[config.mk]
export PLATFORM = sky130hd
export DESIGN_NAME = biriscv_fetch_mq
export DESIGN_NICKNAME = d
export VERILOG_FILES = /design/src/rtl/biriscv_fetch_mq_pkg.sv /design/src/rtl/biriscv_fetch_mq_fifo.sv /design/src/rtl/biriscv_fetch_mq.sv
export SDC_FILE = /design/constraint.sdc
export NUM_CORES = 1
export LEC_CHECK = 0
export ABC_AREA = 1
export BUFFER_PORTS_ARGS = -buffer_cell sky130_fd_sc_hd__buf_2
export CORE_MARGIN = 4
export CORE_UTILIZATION = 38
export CTS_CLUSTER_SIZE = 12
export DETAILED_ROUTE_END_ITERATION = 8
export REMOVE_ABC_BUFFERS = 1
export SLEW_MARGIN = 5
export SYNTH_ARGS = -nofsm -noshare
export SYNTH_HDL_FRONTEND = slang
export SYNTH_SLANG_ARGS = --single-unit
[constraint.sdc]
create_clock -name clk_i -period 6.1 [get_ports clk_i]
set_clock_uncertainty 0.15 [all_clocks]
set_input_delay 0.915 -clock clk_i [delete_from_list [all_inputs] [get_ports clk_i]]
set_output_delay 0.915 -clock clk_i [all_outputs]
set_load 0.05 [all_outputs]
[src/rtl/biriscv_fetch_mq_pkg.sv]
// biriscv_defs: privilege levels and the 100-bit fetch response entry shared by the fetch unit.
package biriscv_defs;
   localparam logic [1:0] PRIV_USER    = 2'd0;
   localparam logic [1:0] PRIV_SUPER   = 2'd1;
   localparam logic [1:0] PRIV_MACHINE = 2'd3;
   typedef struct packed {
      logic        page_fault;
      logic        error;
      logic [1:0]  pred;
      logic [31:0] pc;
      logic [63:0] inst;
   } fetch_rsp_t;
endpackage

[src/rtl/biriscv_fetch_mq_fifo.sv]
// biriscv_fetch_fifo: synchronous FIFO with flush and fill level; head reads as zero when empty.
module biriscv_fetch_fifo #(
   parameter int WIDTH = 34,
   parameter int DEPTH = 2,
   localparam int AW = (DEPTH > 1) ? $clog2(DEPTH) : 1,
   localparam int LW = $clog2(DEPTH + 1)
) (
   input  logic             clk_i,
   input  logic             rst_i,
   input  logic             flush_i,
   input  logic             push_i,
   input  logic [WIDTH-1:0] data_i,
   input  logic             pop_i,
   output logic [WIDTH-1:0] data_o,
   output logic             valid_o,
   output logic [LW-1:0]    level_o
);
   logic [WIDTH-1:0] mem_q [DEPTH];
   logic [AW-1:0]    rd_q, wr_q;
   logic [LW-1:0]    level_q;
   logic             push, pop;

   function automatic logic [AW-1:0] inc(input logic [AW-1:0] p);
      return (32'(p) == DEPTH - 1) ? '0 : p + 1'b1;
   endfunction

   assign push    = push_i & (32'(level_q) < DEPTH);
   assign pop     = pop_i & valid_o;
   assign valid_o = level_q != '0;
   assign data_o  = valid_o ? mem_q[rd_q] : '0;
   assign level_o = level_q;

   always_ff @(posedge clk_i or posedge rst_i)
      if (rst_i) begin
         rd_q    <= '0;
         wr_q    <= '0;
         level_q <= '0;
      end else if (flush_i) begin
         rd_q    <= '0;
         wr_q    <= '0;
         level_q <= '0;
      end else begin
         if (push) wr_q <= inc(wr_q);
         if (pop) rd_q <= inc(rd_q);
         level_q <= level_q + LW'(push) - LW'(pop);
      end

   always_ff @(posedge clk_i)
      if (push) mem_q[wr_q] <= data_i;
endmodule

[src/rtl/biriscv_fetch_mq.sv]
// biriscv_fetch_mq: multi-outstanding icache fetch with credit-reserved response queue and drop counting.
// BIRISCV_FETCH_PRIV_EN enables privilege tracking from branch_priv_i; otherwise machine mode is driven.
module biriscv_fetch_mq
   import biriscv_defs::*;
#(
   parameter int OUTSTANDING = 2,
   parameter int FIFO_DEPTH  = 4
) (
   input  logic        clk_i,
   input  logic        rst_i,
   input  logic        branch_request_i,
   input  logic [31:0] branch_pc_i,
   input  logic [1:0]  branch_priv_i,
   input  logic [31:0] next_pc_f_i,
   input  logic [1:0]  next_taken_f_i,
   input  logic        fetch_invalidate_i,
   input  logic        icache_accept_i,
   input  logic        icache_valid_i,
   input  logic        icache_error_i,
   input  logic        icache_page_fault_i,
   input  logic [63:0] icache_inst_i,
   output logic        icache_rd_o,
   output logic [31:0] icache_pc_o,
   output logic [1:0]  icache_priv_o,
   output logic        icache_flush_o,
   output logic [31:0] pc_f_o,
   output logic        pc_accept_o,
   output logic        fetch_valid_o,
   input  logic        fetch_accept_i,
   output logic [63:0] fetch_instr_o,
   output logic [31:0] fetch_pc_o,
   output logic [1:0]  fetch_pred_branch_o,
   output logic        fetch_fault_fetch_o,
   output logic        fetch_fault_page_o
);
   logic                                 active_q;
   logic [31:0]                          pc_f_q, pc_f_d;
   logic [2:0]                           inflight_q, inflight_d, drop_q, drop_d;
   logic [$clog2(FIFO_DEPTH+1)-1:0]      fifo_count;
   logic [$clog2(OUTSTANDING+1)-1:0]     unused_tag_level;
   logic                                 unused_tag_valid;
   logic [33:0]                          tag_head;
   fetch_rsp_t                           rsp_in, rsp_head;
   logic                                 rsp_push;

   // Credit check counts in-flight requests against free queue slots so responses never overflow.
   assign icache_rd_o = active_q & ~branch_request_i & ~fetch_invalidate_i
                      & (32'(inflight_q) < OUTSTANDING)
                      & (32'(inflight_q) + 32'(fifo_count) < FIFO_DEPTH);
   assign pc_accept_o    = icache_rd_o & icache_accept_i;
   assign icache_pc_o    = {pc_f_q[31:3], 3'b0};
   assign pc_f_o         = pc_f_q;
   assign icache_flush_o = fetch_invalidate_i;

   assign pc_f_d     = branch_request_i ? branch_pc_i : pc_accept_o ? next_pc_f_i : pc_f_q;
   assign inflight_d = inflight_q + {2'b0, pc_accept_o} - {2'b0, icache_valid_i};
   assign drop_d     = branch_request_i ? inflight_q - {2'b0, icache_valid_i}
                                        : drop_q - {2'b0, icache_valid_i && drop_q != '0};
   assign rsp_push   = icache_valid_i & (drop_q == '0);
   assign rsp_in     = '{page_fault: icache_page_fault_i, error: icache_error_i,
                         pred: tag_head[1:0], pc: tag_head[33:2], inst: icache_inst_i};

   always_ff @(posedge clk_i or posedge rst_i)
      if (rst_i) begin
         active_q   <= 1'b0;
         pc_f_q     <= '0;
         inflight_q <= '0;
         drop_q     <= '0;
      end else begin
         active_q   <= active_q | branch_request_i;
         pc_f_q     <= pc_f_d;
         inflight_q <= inflight_d;
         drop_q     <= drop_d;
      end

`ifdef BIRISCV_FETCH_PRIV_EN
   logic [1:0] priv_q;
   always_ff @(posedge clk_i or posedge rst_i)
      if (rst_i) priv_q <= PRIV_MACHINE;
      else if (branch_request_i) priv_q <= branch_priv_i;
   assign icache_priv_o = priv_q;
`else
   logic unused_priv;
   assign unused_priv   = ^branch_priv_i;
   assign icache_priv_o = PRIV_MACHINE;
`endif

   biriscv_fetch_fifo #(.WIDTH(34), .DEPTH(OUTSTANDING)) u_tag (
      .clk_i(clk_i), .rst_i(rst_i), .flush_i(1'b0),
      .push_i(pc_accept_o), .data_i({pc_f_q, next_taken_f_i}),
      .pop_i(icache_valid_i), .data_o(tag_head),
      .valid_o(unused_tag_valid), .level_o(unused_tag_level)
   );

   biriscv_fetch_fifo #(.WIDTH($bits(fetch_rsp_t)), .DEPTH(FIFO_DEPTH)) u_rsp (
      .clk_i(clk_i), .rst_i(rst_i), .flush_i(branch_request_i),
      .push_i(rsp_push), .data_i(rsp_in),
      .pop_i(fetch_valid_o & fetch_accept_i), .data_o(rsp_head),
      .valid_o(fetch_valid_o), .level_o(fifo_count)
   );

   assign fetch_instr_o       = rsp_head.inst;
   assign fetch_pc_o          = rsp_head.pc;
   assign fetch_pred_branch_o = rsp_head.pred;
   assign fetch_fault_fetch_o = rsp_head.error;
   assign fetch_fault_page_o  = rsp_head.page_fault;
endmodule
Word level (Yosys, flattened, before mapping)
Memory sizes are Yosys's and may differ from the RTL's.
Cells that the tools add are included.
Storage, ports and cells
  memory bits (read-only): 0
  register bits: 50
  bits in latches: 0
  bits in writable memories: 468
  memories kept: 2
  logic and storage cells: 71
Operators by class
  reductions and logical operators: 8
  equal/unequal tests: 2
  bitwise logic cells: 14
  multipliers: 0
  $add $sub $neg: 13
  shift-type cells: 0
  div/mod/pow operators: 0
  mux-type cells: 18
  magnitude comparators: 4
Memory list
  u_rsp.mem_q: depth 4, bits a word 100, rd ports 1, clocked after Yosys merged registers in 0, write ports 1, RTL line biriscv_fetch_mq_fifo.sv:18  | logic [WIDTH-1:0] mem_q [DEPTH];
  u_tag.mem_q: depth 2, bits a word 34, rd ports 1, clocked after Yosys merged registers in 0, write ports 1, RTL line biriscv_fetch_mq_fifo.sv:18
Operators with widths (number)
  100-bit 2-to-1 mux: 1
  32-bit 2-to-1 mux: 2
  34-bit 2-to-1 mux: 1
  2-bit 2-to-1 mux: 6
  3-bit by 1-bit subtractor with 3-bit output: 4
  1-bit AND: 11
  2-bit nonzero test: 4
  3-bit by 1-bit adder with 3-bit output: 2
  1-bit 2-to-1 mux: 6
  3-bit 2-to-1 mux: 2
  3-bit nonzero test: 2
  2-bit by 1-bit adder with 2-bit output, second input constant: 2
  3-bit by 3-bit adder with 4-bit output: 1
  2-bit == test, second input constant: 2
  4-bit by 3-bit < comparator with 1-bit output, second input constant: 1
  3-bit logical NOT: 1
  3-bit by 2-bit < comparator with 1-bit output, second input constant: 1
  3-bit < comparator, second input constant: 1
  1-bit adder, second input constant: 2
  2-bit by 1-bit adder with 2-bit output: 1
  2-bit < comparator, second input constant: 1
  1-bit inverter: 2
  2-bit by 1-bit subtractor with 2-bit output: 1
  1-bit logical AND: 1
  1-bit OR: 1

Logic depth before layout (Yosys ltp)
Gate-level depths: netlist of run 1.
  depth after elaboration: 9
  depth in mapped cells: 12
  mapped depth without buffers: 11

Cells and area by module
Synthesis of run 1 repeated with hierarchy kept, for this count alone.
Unflattened totals
  cells, all modules: 2188
  area, all modules: 24060.6 µm²
By module, submodules not included
  biriscv_fetch_fifo (u_rsp): instances 1, cells an instance 1637, sequential area each 12186.7 µm², area an instance 18670.4 µm²
  biriscv_fetch_fifo (u_tag): instances 1, cells an instance 216, sequential area each 2142.1 µm², area an instance 2975.4 µm²
  biriscv_fetch_mq: instances 1, cells an instance 335, sequential area each 975.9 µm², area an instance 2414.8 µm²

Least setup slack after synthesis of run 1
OpenSTA, ideal clock, no wires.
  path kind: input -> register
  from: in icache_valid_i
  to: mem u_rsp.mem_q[0][0] in the netlist's numbering (enable)
  library setup time: 0.560 ns
  required time: 5.390 ns
  path buffers: 0
  cell stages on the path: 4
  slack: -0.198 ns
  arrival time: 5.588 ns
  cell sequence: nand2_1 > nor3_1 > inv_1 > nor2_1
On the way
  longest elaborated chain between the ends: 4
Ends and longest elaborated chain
  from (decl): RTL line biriscv_fetch_mq.sv:18  | input logic icache_valid_i,
  1-bit AND: RTL line biriscv_fetch_mq.sv:59  | assign rsp_push = icache_valid_i & (drop_q == '0);
  1-bit AND: RTL line biriscv_fetch_mq_fifo.sv:27  | assign push = push_i & (32'(level_q) < DEPTH);
  1-bit 2-to-1 mux: RTL line biriscv_fetch_mq_fifo.sv:49  | if (push) mem_q[wr_q] <= data_i;
  1-bit 2-to-1 mux (implied by the code): RTL line biriscv_fetch_mq_fifo.sv:49
  to (decl): RTL line biriscv_fetch_mq_fifo.sv:18
Every way passes these cells.

Worst setup path in the final report of run 1
  from: reg u_rsp.rd_q[0]
  to: out fetch_instr_o[54]
On the way
  longest elaborated chain between the ends: 2
Ends and longest elaborated chain
  from (decl): RTL line biriscv_fetch_mq_fifo.sv:19  | logic [AW-1:0] rd_q, wr_q;
  from (signal assigned): RTL line biriscv_fetch_mq_fifo.sv:44  | if (pop) rd_q <= inc(rd_q);
  memory 4 x 100 bit
  100-bit 2-to-1 mux: RTL line biriscv_fetch_mq_fifo.sv:30  | assign data_o = valid_o ? mem_q[rd_q] : '0;
  to (decl): RTL line biriscv_fetch_mq.sv:30  | output logic [63:0] fetch_instr_o,
Every way passes these cells.

==> flow_results.xml, run 1 <==
<?xml version="1.0" encoding="UTF-8"?>
<metrics>
  <group name="power_and_ir_drop">
    <metric name="p_int" unit="mW">6.88</metric>
    <metric name="net-switching-power" unit="mW">4.57</metric>
    <metric name="p_sw_frac" unit="">0.399</metric>
    <metric name="total_power" unit="mW">11.5</metric>
    <metric name="power_frac_seq" unit="">0.390</metric>
    <metric name="power-per-cell-area" unit="mW/mm²">467</metric>
    <metric name="combinationalPowerShare" unit="">0.337</metric>
    <metric name="clockPowerShare" unit="">0.273</metric>
    <metric name="p_leak" unit="nW">9.45</metric>
    <metric name="worst_ir_drop_vdd" unit="mV">0.258</metric>
  </group>
  <group name="cts">
    <metric name="holdBufCountCts" unit="">0</metric>
    <metric name="cts_tree" unit="">yes</metric>
    <metric name="clk-insertion-delay-late" unit="ps">580</metric>
    <metric name="cts.reportedPaths.clkPinSlew" unit="ps">60</metric>
    <metric name="cts.path.max_buffers" unit="">3</metric>
    <metric name="cts_htree_levels" unit="">2</metric>
    <metric name="cts-buffers-inserted" unit="">55</metric>
    <metric name="cts.repair.resized" unit="">0</metric>
    <metric name="clk_root_buffer_cell" unit="">sky130_fd_sc_hd__clkbuf_16</metric>
    <metric name="cts_num_sinks" unit="">518</metric>
    <metric name="cts_post_setup_buffers_inserted" unit="">0</metric>
  </group>
  <group name="drt">
    <metric name="drt-met1-wl" unit="µm">22100</metric>
    <metric name="wire_length_per_cell_after_detailed_routing" unit="µm">18.3</metric>
    <metric name="total_drc_errors_in_the_routed_layout" unit="">0</metric>
    <metric name="highest_layer" unit="">met4</metric>
    <metric name="wl_met2" unit="µm">24100</metric>
    <metric name="drt_wl_total" unit="µm">50300</metric>
    <metric name="detailedRoute.firstPassIterationCount" unit="">5</metric>
    <metric name="route.detailed.vias_per_inst" unit="">4.94</metric>
    <metric name="drtAntennaViolNets" unit="">0</metric>
    <metric name="detailedRoute.firstIterationViolations" unit="">742</metric>
    <metric name="dr_wl_met3" unit="µm">3310</metric>
    <metric name="routed-via-count" unit="">13600</metric>
  </group>
  <group name="synth">
    <metric name="syn_area" unit="mm²">0.0209</metric>
    <metric name="synth_seq_area_share" unit="">0.731</metric>
    <metric name="synthesis.area_per_instance" unit="µm²">11.8</metric>
    <metric name="yosysWarningCount" unit="">0</metric>
    <metric name="synthCells" unit="">1769</metric>
    <metric name="postSynthRegisterBits" unit="">518</metric>
    <metric name="synth.distinct_cells" unit="">26</metric>
  </group>
  <group name="setup_path">
    <metric name="worstPathBufferInverterCount" unit="">3</metric>
    <metric name="rrSetupSlack" unit="ps">3010</metric>
    <metric name="cell_with_the_largest_stage_delay_on_the_worst_path" unit="">sky130_fd_sc_hd__inv_6</metric>
    <metric name="critical_path.max_fanout" unit="">162</metric>
    <metric name="stage_delay_of_the_slowest_cell_on_the_critical_path" unit="ps">870</metric>
    <metric name="worst_setup_path_startpoint" unit="">u_rsp.rd_q[0]$_DFFE_PP0P_</metric>
    <metric name="worst_ep_arrival_time" unit="ps">3420</metric>
    <metric name="setup.worst_path.class" unit="">flop to output port</metric>
    <metric name="crit-reg2reg-capture" unit="">u_rsp.mem_q[3][50]$_DFFE_PP_</metric>
    <metric name="critPathTopFamily" unit="">buffers and inverters</metric>
    <metric name="crit-reg2reg-launch" unit="">u_rsp.level_o[2]$_DFF_PP0_</metric>
    <metric name="cp.required" unit="ps">5030</metric>
    <metric name="startpoint_type_of_the_worst_setup_path" unit="">flop</metric>
    <metric name="r2r.worst_path.cells" unit="">7</metric>
    <metric name="timing.critical_path.cells" unit="">inv_6 &gt; buf_4 &gt; o21ai_0 &gt; a21oi_1 &gt; buf_2</metric>
    <metric name="worstSetupEndpointType" unit="">output port</metric>
  </group>
  <group name="finish">
    <metric name="fin_nets" unit="">2174</metric>
    <metric name="footprint_of_the_multi_input_gates" unit="mm²">0.00484</metric>
    <metric name="area.growth.synth_to_final" unit="%">17.3</metric>
    <metric name="final.fill_count" unit="">4953</metric>
    <metric name="most-common-layout-cells" unit="">468 x sky130_fd_sc_hd__edfxtp_1, 408 x sky130_fd_sc_hd__nor2_1, 303 x sky130_fd_sc_hd__buf_2</metric>
    <metric name="layout.area.seq" unit="mm²">0.0153</metric>
    <metric name="drive_above_1_share" unit="">0.202</metric>
    <metric name="most_common_cell_after_layout_fill_and_taps_aside" unit="">sky130_fd_sc_hd__edfxtp_1</metric>
  </group>
  <group name="floorplan">
    <metric name="initial_core_util" unit="">0.387</metric>
    <metric name="core_area" unit="mm²">0.0541</metric>
    <metric name="fp.dieArea" unit="mm²">0.0589</metric>
    <metric name="die_h" unit="µm">243</metric>
    <metric name="pin_count" unit="">311</metric>
    <metric name="die_width" unit="µm">243</metric>
    <metric name="fp-row-count" unit="">85</metric>
  </group>
  <group name="place">
    <metric name="hpwl_dp" unit="µm">28400</metric>
    <metric name="place_ws" unit="ps">2110</metric>
    <metric name="io_buffer_count" unit="">303</metric>
    <metric name="gp_congestion" unit="">0.761</metric>
  </group>
  <group name="global_route">
    <metric name="grt_start_max_net_pins" unit="">163</metric>
    <metric name="initial_antenna_violation_count" unit="">1</metric>
    <metric name="globalRouteOverflowTotal" unit="">0</metric>
    <metric name="grtUsageTotal" unit="">0.165</metric>
    <metric name="first_pass_grt_wire_length" unit="µm">76900</metric>
    <metric name="first_global_vias" unit="">13300</metric>
  </group>
  <group name="timing">
    <metric name="fin_ws" unit="ps">1620</metric>
    <metric name="post-route-period-util" unit="">0.735</metric>
    <metric name="timing.max_slew.rel_slack" unit="">0.195</metric>
    <metric name="max_slew_violation_count" unit="">0</metric>
    <metric name="max_freq" unit="GHz">0.223</metric>
    <metric name="setup_viol" unit="">0</metric>
    <metric name="whs" unit="ps">323</metric>
    <metric name="grt_setup_unrepaired" unit="">no</metric>
    <metric name="post-route-min-period" unit="ps">4480</metric>
    <metric name="hold_violations" unit="">0</metric>
    <metric name="slew_at_the_pin_with_the_worst_max_slew_slack" unit="ps">1210</metric>
  </group>
  <group name="hold_path">
    <metric name="worst_min_path_start" unit="">active_q$_DFF_PP0_</metric>
    <metric name="hold_path.class" unit="">flop to flop</metric>
    <metric name="whs_path_depth" unit="">1</metric>
    <metric name="timing.hold.worst_endpoint" unit="">active_q$_DFF_PP0_</metric>
  </group>
  <group name="job">
    <metric name="timing.max_cap.violations" unit="">0</metric>
  </group>
  <group name="run_status">
    <metric name="run_status" unit="">finished clean</metric>
  </group>
</metrics>
[registers in the layout, indices dropped and copies added, names as in the netlist]
| name | count |
|---|---|
| u_rsp.mem_q | 400 |
| u_tag.mem_q | 68 |
| pc_f_o | 32 |
| drop_q | 3 |
| inflight_q | 3 |
| u_rsp.level_o | 3 |
| u_rsp.rd_q | 2 |
| u_rsp.wr_q | 2 |
| u_tag.level_o | 2 |
| active_q | 1 |
| u_tag.rd_q | 1 |
| u_tag.wr_q | 1 |
[worst max path at each step]
| stage | slack, ps | endpoint | cells after the start |
|---|---|---|---|
| after floorplan | -1240 | fetch_fault_fetch_o | 3 |
| after global placement | 2180 | fetch_instr_o[45] | 5 |
| after detailed placement | 2110 | fetch_instr_o[45] | 5 |
| after CTS | 1490 | fetch_instr_o[45] | 5 |
| after global routing | 1310 | fetch_instr_o[9] | 5 |
| final | 1620 | fetch_instr_o[54] | 5 |
[worst register-to-register path, delay by kind of cell, from the launching register on]
family	cells	cell delay, ps
simple gates	3	670
buf+inv	4	1460
flops	1	420
[cells by family after synthesis]
logic type	Yosys count	share of synthesized area
other	2	0.000359
buffers and inverters	176	0.0408
and+or+nand+nor	703	0.130
AOI/OAI and AO/OA	344	0.0822
DFF	518	0.731
adders and majority gates	19	0.0121
xor gates and xnor gates	7	0.00293
[metal layers]
layer  GRT usage  vias to the layer above
li1            -                     6562
met1       0.223                     6597
met2       0.280                      406
met3      0.0342                       60
met4      0.0334                        0
met5           0                        -
[power by group through the flow]
stage	Clock, mW	Sequential, mW	Combinational (mW)
after floorplan	0	4.74	2.53
after detailed placement	0	4.54	3.90
final	3.13	4.47	3.85
after global routing	3.36	4.50	4.19
after CTS	3.21	4.47	3.91
after global placement	0	4.53	3.85
[stage by stage]
step	util	TNS, ps	cell area [µm²]	cells
2_1_floorplan	-	-203530	20200	1633
3_3_place_gp	0.422	0	22900	2653
3_5_place_dp	0.422	0	22900	2653
4_1_cts	0.453	0	24500	2752
5_1_grt	0.453	0	24500	2752
6_report	0.454	0	24600	2757
[cells in the mapped netlist]
library cell	number	area (µm²)
sky130_fd_sc_hd__nand2_1	243	912
sky130_fd_sc_hd__buf_2	31	155
sky130_fd_sc_hd__clkbuf_1	50	188
sky130_fd_sc_hd__nand2_4	1	11.3
sky130_fd_sc_hd__buf_4	35	263
sky130_fd_sc_hd__buf_6	3	33.8
sky130_fd_sc_hd__fa_1	2	40.0
sky130_fd_sc_hd__ha_1	17	213
sky130_fd_sc_hd__xnor2_1	3	26.3
sky130_fd_sc_hd__a21oi_1	137	686
sky130_fd_sc_hd__edfxtp_1	468	14100
sky130_fd_sc_hd__o21ai_0	207	1040
sky130_fd_sc_hd__nor2_4	2	22.5
sky130_fd_sc_hd__or2_2	1	6.26
sky130_fd_sc_hd__inv_2	3	11.3
sky130_fd_sc_hd__nor3_1	1	5.00
sky130_fd_sc_hd__inv_1	33	124
sky130_fd_sc_hd__nand3_1	36	180
sky130_fd_sc_hd__buf_1	20	75.1
sky130_fd_sc_hd__clkinv_1	1	3.75
sky130_fd_sc_hd__xor2_1	4	35.0
sky130_fd_sc_hd__nand3_4	1	17.5
sky130_fd_sc_hd__nand4_1	3	18.8
sky130_fd_sc_hd__dfrtp_1	50	1250
sky130_fd_sc_hd__nor2_1	415	1560
sky130_fd_sc_hd__conb_1	2	7.51
[cell type report]
| class | count | area share |
|---|---|---|
| Timing Repair Buffer | 324 | 0.0687 |
| Clock inverter | 22 | 0.00739 |
| Tap cell | 696 | 0.0355 |
| Sequential cell | 518 | 0.624 |
| Inverter | 37 | 0.00606 |
| Multi-Input combinational cell | 1078 | 0.197 |
| Antenna cell | 5 | 0.000510 |
| Clock buffer | 77 | 0.0611 |
No activity file was read; power rests on OpenSTA's default activity.
==> inputs of run 2 (changes only) <==
==> constraint.sdc (replaced) <==
create_clock -name clk_i -period 4 [get_ports clk_i]
set_clock_uncertainty 0.15 [all_clocks]
set_input_delay 0.6 -clock clk_i [delete_from_list [all_inputs] [get_ports clk_i]]
set_output_delay 0.6 -clock clk_i [all_outputs]
set_load 0.05 [all_outputs]
==> run 2 against run 1 <==
Net effect: die area did not move; critical path type unchanged; final cell count down 0.11%; register-to-register slack worse by 1800 ps; combinational power grew 56%; non-clock buffer count is 6 higher; global-route usage grew 0.13 points; critical endpoint is now fetch_instr_o[6]; critical path depth up 1; via count down 0.16%; clock-buffer cell count up 2; routed wire length grew 0.12%.
==> flow_results.xml, run 2 (synthesis gave the netlist of run 1 again) <==
<?xml version="1.0" encoding="UTF-8"?>
<metrics>
  <group name="timing">
    <metric name="slew_at_the_pin_with_the_worst_max_slew_slack" unit="ps">809</metric>
    <metric name="fin_ws" unit="ps">407</metric>
    <metric name="grt_setup_unrepaired" unit="">no</metric>
    <metric name="hold_violations" unit="">0</metric>
    <metric name="post-route-period-util" unit="">0.898</metric>
    <metric name="max_slew_violation_count" unit="">0</metric>
    <metric name="fin_setup_tns" unit="ps">0</metric>
    <metric name="whs" unit="ps">65.8</metric>
    <metric name="max_freq" unit="GHz">0.278</metric>
    <metric name="post-route-min-period" unit="ps">3590</metric>
    <metric name="setup_viol" unit="">0</metric>
    <metric name="timing.max_slew.rel_slack" unit="">0.461</metric>
  </group>
  <group name="hold_path">
    <metric name="whs_path_depth" unit="">1</metric>
    <metric name="timing.hold.worst_endpoint" unit="">u_tag.mem_q[0][1]$_DFFE_PP_</metric>
    <metric name="hold_path.class" unit="">primary input to flop</metric>
    <metric name="worst_min_path_start" unit="">next_taken_f_i[1]</metric>
  </group>
  <group name="global_route">
    <metric name="initial_antenna_violation_count" unit="">0</metric>
    <metric name="busiest_layer" unit="">met2</metric>
    <metric name="global_route.usage.met3" unit="">0.0353</metric>
    <metric name="grt_start_max_net_pins" unit="">101</metric>
    <metric name="first_pass_grt_wire_length" unit="µm">77500</metric>
    <metric name="groute.layer.met1.usage" unit="">0.223</metric>
    <metric name="gr-usage-met2" unit="">0.281</metric>
    <metric name="globalRouteOverflowTotal" unit="">0</metric>
    <metric name="first_global_vias" unit="">13300</metric>
    <metric name="grtUsageTotal" unit="">0.167</metric>
  </group>
  <group name="floorplan">
    <metric name="fp.dieArea" unit="mm²">0.0589</metric>
    <metric name="fp-row-count" unit="">85</metric>
    <metric name="die_h" unit="µm">243</metric>
    <metric name="pin_count" unit="">311</metric>
    <metric name="initial_core_util" unit="">0.387</metric>
    <metric name="die_width" unit="µm">243</metric>
    <metric name="core_area" unit="mm²">0.0541</metric>
  </group>
  <group name="cts">
    <metric name="cts_post_setup_buffers_inserted" unit="">0</metric>
    <metric name="cts_num_sinks" unit="">518</metric>
    <metric name="cts.path.max_buffers" unit="">3</metric>
    <metric name="holdBufCountCts" unit="">1</metric>
    <metric name="cts.repair.resized" unit="">0</metric>
    <metric name="clk-insertion-delay-late" unit="ps">580</metric>
    <metric name="cts_htree_levels" unit="">2</metric>
    <metric name="cts.reportedPaths.clkPinSlew" unit="ps">60</metric>
    <metric name="clk_root_buffer_cell" unit="">sky130_fd_sc_hd__clkbuf_16</metric>
    <metric name="cts-buffers-inserted" unit="">55</metric>
    <metric name="cts_tree" unit="">yes</metric>
  </group>
  <group name="drt">
    <metric name="detailedRoute.firstPassIterationCount" unit="">4</metric>
    <metric name="routed-via-count" unit="">13600</metric>
    <metric name="route.detailed.vias_per_inst" unit="">4.94</metric>
    <metric name="total_drc_errors_in_the_routed_layout" unit="">0</metric>
    <metric name="drt_wl_total" unit="µm">50400</metric>
    <metric name="detailedRoute.firstIterationViolations" unit="">751</metric>
    <metric name="drtAntennaViolNets" unit="">0</metric>
    <metric name="wire_length_per_cell_after_detailed_routing" unit="µm">18.3</metric>
  </group>
  <group name="setup_path">
    <metric name="stage_delay_of_the_slowest_cell_on_the_critical_path" unit="ps">700</metric>
    <metric name="cp.required" unit="ps">3250</metric>
    <metric name="startpoint_type_of_the_worst_setup_path" unit="">flop</metric>
    <metric name="timing.critical_path.cells" unit="">buf_4 &gt; nor2_1 &gt; nor2_1 &gt; o21ai_0 &gt; a21oi_1 &gt; buf_2</metric>
    <metric name="r2r.worst_path.cells" unit="">7</metric>
    <metric name="path_common_cell" unit="">sky130_fd_sc_hd__nor2_1</metric>
    <metric name="crit-reg2reg-launch" unit="">u_rsp.level_o[2]$_DFF_PP0_</metric>
    <metric name="cell_with_the_largest_stage_delay_on_the_worst_path" unit="">sky130_fd_sc_hd__buf_4</metric>
    <metric name="rrSetupSlack" unit="ps">1230</metric>
    <metric name="critPathTopFamily" unit="">buffers and inverters</metric>
    <metric name="crit-reg2reg-capture" unit="">u_tag.mem_q[0][13]$_DFFE_PP_</metric>
    <metric name="worstSetupEndpointType" unit="">output port</metric>
    <metric name="worstPathBufferInverterCount" unit="">2</metric>
    <metric name="setup.worst_path.class" unit="">flop to output port</metric>
    <metric name="critical_path.max_fanout" unit="">72</metric>
    <metric name="worst_ep_arrival_time" unit="ps">2840</metric>
  </group>
  <group name="finish">
    <metric name="largest-register" unit="">u_rsp.mem_q</metric>
    <metric name="fin_nets" unit="">2180</metric>
    <metric name="area.growth.synth_to_final" unit="%">17.8</metric>
    <metric name="most_common_cell_after_layout_fill_and_taps_aside" unit="">sky130_fd_sc_hd__edfxtp_1</metric>
    <metric name="final.fill_count" unit="">4884</metric>
    <metric name="footprint_of_the_multi_input_gates" unit="mm²">0.00484</metric>
    <metric name="most-common-layout-cells" unit="">468 x sky130_fd_sc_hd__edfxtp_1, 408 x sky130_fd_sc_hd__nor2_1, 303 x sky130_fd_sc_hd__buf_2</metric>
    <metric name="final-instance-count-excl-fill" unit="">2754</metric>
    <metric name="largest_register_ffs" unit="">400</metric>
    <metric name="layout.area.seq" unit="mm²">0.0153</metric>
    <metric name="drive_above_1_share" unit="">0.204</metric>
  </group>
  <group name="power_and_ir_drop">
    <metric name="power-per-cell-area" unit="mW/mm²">708</metric>
    <metric name="worst_ir_drop_vdd" unit="mV">0.504</metric>
    <metric name="p_leak" unit="nW">9.50</metric>
  </group>
  <group name="run_status">
    <metric name="run_status" unit="">finished clean</metric>
  </group>
  <group name="place">
    <metric name="place_ws" unit="ps">1010</metric>
    <metric name="io_buffer_count" unit="">303</metric>
    <metric name="dp.cells" unit="">2658</metric>
    <metric name="gp_congestion" unit="">0.765</metric>
    <metric name="hpwl_dp" unit="µm">28900</metric>
  </group>
  <group name="job">
    <metric name="timing.max_cap.violations" unit="">0</metric>
  </group>
</metrics>
run 2: cell count changes in the layout (fill, tap and decap cells not counted), sizes merged:
cell and delta:
clkinv -6, inv +1, dlygate4sd3 +1, buf +5, clkinvlp -1, diode -3, bufinv -2, clkbuf +2
run 2: worst register-to-register path: cells and delay by family, from the launching register on:
kind          cells  cell delay [ps]
fa+ha+maj         1              290
flops             1              430
buf+inv           1              440
simple gates      5             1100
run 2: final cells by class:
type                    count  share of cell area
inverters                  37             0.00604
clock inverters            14             0.00401
well taps                 696              0.0353
clock buffers              79              0.0632
diodes                      2            0.000203
flip-flops and latches    518               0.621
multi-input cells        1078               0.196
repair buffers            330              0.0744
run 2: metrics by stage:
step / utilization / area [µm²] / power, mW
finish: 0.456 / 24700 / 17.5
global route: 0.456 / 24700 / 18.4
CTS: 0.456 / 24700 / 17.7
detailed placement: 0.425 / 23000 / 13.0
global placement: 0.425 / 23000 / 12.9
floorplan: - / 20200 / 11.1
run 2: worst max-delay path by stage:
stage,startpoint,to,cells after the start
floorplan,u_rsp.rd_q[0]$_DFFE_PP0P_,fetch_fault_fetch_o,3
global route,u_rsp.rd_q[0]$_DFFE_PP0P_,fetch_instr_o[1],6
global placement,u_rsp.rd_q[0]$_DFFE_PP0P_,fetch_pc_o[14],6
finish,u_rsp.rd_q[0]$_DFFE_PP0P_,fetch_instr_o[6],6
CTS,u_rsp.rd_q[0]$_DFFE_PP0P_,fetch_pc_o[14],6
detailed placement,u_rsp.rd_q[0]$_DFFE_PP0P_,fetch_pc_o[14],6
run 2: power breakdown:
part	switching [mW]	internal (mW)	total, mW	leakage, nW
Clock	1.95	2.74	4.70	0.809
Combinational	4.74	1.27	6.01	3.85
Sequential	0.269	6.50	6.76	4.84
Total	6.96	10.5	17.5	9.50
run 2: routing by layer:
layer	routed length (µm)	vias up
li1	-	6578
met1	21800	6564
met2	24400	394
met3	3270	67
met4	877	0
met5	0	-
